$ cat src/rtl/approx_dot_accum.sv
// approx_dot_accum: streaming unsigned dot-product accumulator fed by the
// 16-bit products of the 8x8 approximate multiplier.
//
// Ports:
//   clk, rst_n (async, active-low), clr (synchronous abort)
//   prod_valid / prod_ready / prod[15:0] / prod_last : product beat input
//   out_valid / out_ready / out_sum / out_count / out_sat : group result
//
// Build option: define APPROX_DOT_SAT_EN to get a saturating accumulator
// (clamp to 2^ACC_W-1 and report out_sat). Undefined: wrap modulo 2^ACC_W.
module approx_dot_accum #(
    parameter int ACC_W = 24,
    parameter int LEN_W = 8
) (
    input  logic             clk,
    input  logic             rst_n,
    input  logic             clr,
    input  logic             prod_valid,
    output logic             prod_ready,
    input  logic [15:0]      prod,
    input  logic             prod_last,
    output logic             out_valid,
    input  logic             out_ready,
    output logic [ACC_W-1:0] out_sum,
    output logic [LEN_W-1:0] out_count,
    output logic             out_sat
);

    typedef enum logic [1:0] {
        S_IDLE  = 2'd0,
        S_ACCUM = 2'd1,
        S_HOLD  = 2'd2
    } state_t;

    localparam logic [LEN_W-1:0] CNT_MAX = {LEN_W{1'b1}};

    state_t           state_q, state_d;
    logic [ACC_W-1:0] acc_q, acc_d;
    logic [LEN_W-1:0] cnt_q, cnt_d;
    logic [ACC_W-1:0] out_sum_q, out_sum_d;
    logic [LEN_W-1:0] out_count_q, out_count_d;

    logic             take;
    logic             terminal;
    logic [ACC_W-1:0] prod_ext;
    logic [ACC_W-1:0] acc_next;
    logic [LEN_W-1:0] cnt_next;

`ifdef APPROX_DOT_SAT_EN
    logic             sat_q, sat_d;
    logic             out_sat_q, out_sat_d;
    logic             sat_next;
    logic [ACC_W:0]   wide_sum;
`endif

    assign prod_ready = (state_q != S_HOLD) | out_ready;
    assign take       = prod_valid & prod_ready;
    assign prod_ext   = {{(ACC_W-16){1'b0}}, prod};

    // acc/cnt/sat are zero in IDLE and HOLD (cleared when a group
    // closes), so a beat accepted there naturally gets first-beat
    // semantics without an explicit mux.
    assign cnt_next = cnt_q + 1'b1;
    assign terminal = prod_last | (cnt_next == CNT_MAX);

`ifdef APPROX_DOT_SAT_EN
    assign wide_sum = {1'b0, acc_q} + {1'b0, prod_ext};
    // Once saturated, stay clamped for the rest of the group.
    assign sat_next = sat_q | wide_sum[ACC_W];
    assign acc_next = sat_next ? {ACC_W{1'b1}} : wide_sum[ACC_W-1:0];
`else
    assign acc_next = acc_q + prod_ext;
`endif

    always_comb begin
        state_d     = state_q;
        acc_d       = acc_q;
        cnt_d       = cnt_q;
        out_sum_d   = out_sum_q;
        out_count_d = out_count_q;
`ifdef APPROX_DOT_SAT_EN
        sat_d       = sat_q;
        out_sat_d   = out_sat_q;
`endif
        if (clr) begin
            state_d = S_IDLE;
            acc_d   = '0;
            cnt_d   = '0;
`ifdef APPROX_DOT_SAT_EN
            sat_d   = 1'b0;
`endif
        end else if (take) begin
            if (terminal) begin
                state_d     = S_HOLD;
                out_sum_d   = acc_next;
                out_count_d = cnt_next;
                acc_d       = '0;
                cnt_d       = '0;
`ifdef APPROX_DOT_SAT_EN
                out_sat_d   = sat_next;
                sat_d       = 1'b0;
`endif
            end else begin
                state_d = S_ACCUM;
                acc_d   = acc_next;
                cnt_d   = cnt_next;
`ifdef APPROX_DOT_SAT_EN
                sat_d   = sat_next;
`endif
            end
        end else if (state_q == S_HOLD && out_ready) begin
            state_d = S_IDLE;
        end
    end

    always_ff @(posedge clk or negedge rst_n) begin
        if (!rst_n) begin
            state_q     <= S_IDLE;
            acc_q       <= '0;
            cnt_q       <= '0;
            out_sum_q   <= '0;
            out_count_q <= '0;
        end else begin
            state_q     <= state_d;
            acc_q       <= acc_d;
            cnt_q       <= cnt_d;
            out_sum_q   <= out_sum_d;
            out_count_q <= out_count_d;
        end
    end

`ifdef APPROX_DOT_SAT_EN
    always_ff @(posedge clk or negedge rst_n) begin
        if (!rst_n) begin
            sat_q     <= 1'b0;
            out_sat_q <= 1'b0;
        end else begin
            sat_q     <= sat_d;
            out_sat_q <= out_sat_d;
        end
    end

    assign out_sat = out_sat_q;
`else
    assign out_sat = 1'b0;
`endif

    assign out_valid = (state_q == S_HOLD);
    assign out_sum   = out_sum_q;
    assign out_count = out_count_q;

endmodule

$ cat config.mk
export PLATFORM = sky130hd
export DESIGN_NAME = approx_dot_accum
export DESIGN_NICKNAME = d
export VERILOG_FILES = /design/src/rtl/approx_dot_accum.sv
export SDC_FILE = /design/constraint.sdc
export NUM_CORES = 1
export LEC_CHECK = 0
export BUFFER_PORTS_ARGS = -buffer_cell sky130_fd_sc_hd__buf_2
export CAP_MARGIN = 20
export CORE_MARGIN = 10
export CORE_UTILIZATION = 62
export DETAILED_ROUTE_END_ITERATION = 8
export PLACE_DENSITY = 0.92
export SLEW_MARGIN = 20
export SYNTH_ARGS = -nofsm -noshare
export SYNTH_HDL_FRONTEND = slang
export SYNTH_SLANG_ARGS = --single-unit
$ cat constraint.sdc
create_clock -name clk -period 6.75 [get_ports clk]
set_input_delay 1.0125 -clock clk [delete_from_list [all_inputs] [get_ports clk]]
set_output_delay 1.0125 -clock clk [all_outputs]
set_load 0.01 [all_outputs]
==> results.md <==
- Hold-fix buffers, CTS: 0
- Sequential-to-total area share from yosys stat: 42.8%
- Hold crit path type: register to register
- Ports: 57
- Resized cells post-CTS: 0
- Worst hold endpoint: out_sum[4]
- Arr. time, crit path: 3480 ps
- Vias per Instance: 6.20
- Flop-to-flop setup slack: 3800 ps
- Status: finished clean
- Area of the mapped netlist: 3860 um2
- CTS buffer count: 9
- Core ar.: 5990 um2
- Number of enable flip-flop cells after synthesis: 0
- # DRC: 0
- Rel. slew slack: 27.5%
- Net Count, Synth: 465
- Syn_area_per_cell: 9.10 um2
- CP Class: input port to register
- Crit end category: register
- Post-detail-place hpwl: 6740 um
- Per-cell routed wire length: 17.7 um
- Setup TNS: 0 ps
- Reg2reg start: cnt_q[0]
- Yosys warns: 0
- Hold Crit Start: out_sum[4]
- Post-route clock period utilization: 47.2%
- Total setup buffers inserted after CTS: 0
- Die height: 98.9 um
- Proportion of netlist area held by the largest area contributor: 42.8%
- PD cells: 231 nW/um2
- Initial antenna violation count: 0
- CP Max Fanout: 13
- Hold Path Stages: 2
- Area leader, netlist: dfrtp_1
- Period minus WS final: 3190 ps
- Pin count of the biggest net entering global routing: 67
- Worst-Margin Slew: 1080 ps
- Distinct cell type count after synthesis: 57
- Design area: 4360 um2
- Hold_ws: 475 ps
- DRT antenna net count: 0
- Vias in the first global route: 3451
- Worst clock skew: 12.2 ps
- Die Wd: 98.9 um
- Layout area overhead: 13.0%
- Vias: 3418
- Share of layout cells above drive strength 1: 18.3%
- GRT Util Overall: 19.9%
- Drt initial violations: 226
- Die area: 9780 um2
- First-pass GRT wire length: 16200 um
- Area after DPL: 4170 um2
- Top_reg_cell synth: dfrtp_1
- Root Driver: clkbuf_8
- Num Clock Sinks: 66
- Worst reg-to-reg path cell count: 7
- Fmax: 314 MHz
- Synthesized instance count: 424
- Max-Cap Viols: 0
- Ant. Diodes: 0
- Final hold violation count: 0
- GP Congestion: 0.889
- CTS tree: built
- Starting density of the core: 64.4%
- Worst vdd ir: 0.141 mV
- H-tree depth: 3
- P_leak: 1.99 nW
- Async SR Flop Fraction: 100%
- Slew Limit Fails: 0
- Final setup vio count: 0
- Latest clock arrival within the worst-skew pair: 360 ps
- CTS max path bufs: 2
- Dominant cells by area after synthesis: dfrtp_1 43%, nand2_1 6.6%, ha_1 5.8%
- 1st-pass router iterations: 5
- Clk pin slew, worst setup/hold paths: 70 ps
- FP Rows: 28
- Startpoint types: input port
- Synthesized flop and latch total: 66
- RSZ-0062 raised after global routing: no
- Congestion Overflow GR: 0
- PortBufs: 55
- Post-layout nets: 512
- Final wirelength: 9760 um
- WP data required: 7040 ps
- Worst R2R End: cnt_q[2]
==> how the worst max path moves through the flow <==
stage,start,to
after floorplan,prod[0],acc_q[22]
after global placement,prod[0],acc_q[20]
after detailed placement,prod[0],acc_q[20]
after CTS,prod[0],acc_q[20]
after global routing,prod[0],out_sum[20]
final,prod[0],acc_q[20]
==> critical path, stage by stage <==
cell	delay, ps
buf_2	80
ha_1	160
inv_1	60
fa_1	420
nor2b_1	230
o211ai_1	200
a32oi_1	270
a31oi_1	380
or4_1	590
nand3_1	80
==> power breakdown <==
part	leakage, nW	internal, mW	total (mW)	switching, mW
clock network	0.103	0.179	0.336	0.157
registers	0.875	0.436	0.459	0.0232
logic	1.01	0.0850	0.212	0.127
==> cells by family (layout without fill, tap and decap cells) <==
| logic type | count (synthesis) | after routing | share of synthesized area, % |
|---|---|---|---|
| fa+ha+maj | 19 | 19 | 6.35 |
| flops | 66 | 66 | 42.8 |
| other cells | 1 | 1 | 0.0972 |
| simple gates | 142 | 142 | 17.4 |
| compound gates | 133 | 133 | 23.4 |
| buf+inv | 39 | 91 | 4.21 |
| xor+xnor | 19 | 19 | 4.31 |
| mux | 5 | 5 | 1.46 |
==> flip-flops by register name, summed over array words and instances, names as in the netlist <==
signal and flops:
out_sum 24, cnt_q 8, out_count 8, state_q 2
acc_q 24
==> synthesized netlist by cell type, drive strengths merged (7+ instances only) <==
cell / number
a21oi: 18
a22o: 12
a31oi: 7
clkbuf: 16
dfrtp: 66
ha: 18
inv: 17
nand2: 68
nand3: 15
nor2: 16
nor3: 8
o2111ai: 9
o211ai: 9
o21ai: 45
or3: 7
xnor2: 13
==> layer usage <==
layer,GRT usage (%),share of wire [%],routed length [um],up-vias
met4,7.17,1.9,183,0
met5,0,0,0,-
met3,6.28,6.6,641,19
met2,32.9,48,4730,135
li1,-,-,-,1643
met1,23.8,43,4210,1621
==> final cells by class <==
| class | instances | area [um2] |
|---|---|---|
| Fill cell | 454 | 1630 |
| Sequential cell | 66 | 1650 |
| Timing Repair Buffer | 58 | 298 |
| Clock buffer | 11 | 141 |
| Multi-Input combinational cell | 319 | 2060 |
| Inverter | 17 | 63.8 |
| Clock inverter | 5 | 53.8 |
| Tap cell | 75 | 93.8 |
==> layout by cell type (no fill, tap or decap), types with 4 or more instances in the layout <==
| cell type | count |
|---|---|
| nand2_1 | 68 |
| dfrtp_1 | 66 |
| buf_2 | 55 |
| o21ai_0 | 44 |
| ha_1 | 18 |
| inv_1 | 17 |
| a21oi_1 | 17 |
| nor2_1 | 16 |
| nand3_1 | 14 |
| xnor2_1 | 13 |
| a22o_1 | 12 |
| clkbuf_8 | 10 |
| o211ai_1 | 9 |
| o2111ai_1 | 9 |
| nor3_1 | 7 |
| a31oi_1 | 7 |
| or3_1 | 6 |
| xor2_1 | 6 |
| nor2b_1 | 5 |
| and3_1 | 5 |
| a21o_1 | 5 |
| or4_1 | 5 |
| mux2_2 | 5 |
| nand4_1 | 4 |
| a211oi_1 | 4 |
==> stage by stage <==
stage | total power, mW | setup slack [ps] | util [%] | instances
6_report | 1.01 | 3560 | 72.8 | 551
5_1_grt | 1.05 | 3430 | 72.8 | 551
4_1_cts | 1.01 | 3630 | 72.8 | 551
3_5_place_dp | 0.678 | 3300 | 69.6 | 535
3_3_place_gp | 0.669 | 3420 | 69.6 | 535
2_1_floorplan | 0.596 | 3820 | - | 424
No activity file was read; power rests on OpenSTA's default activity.
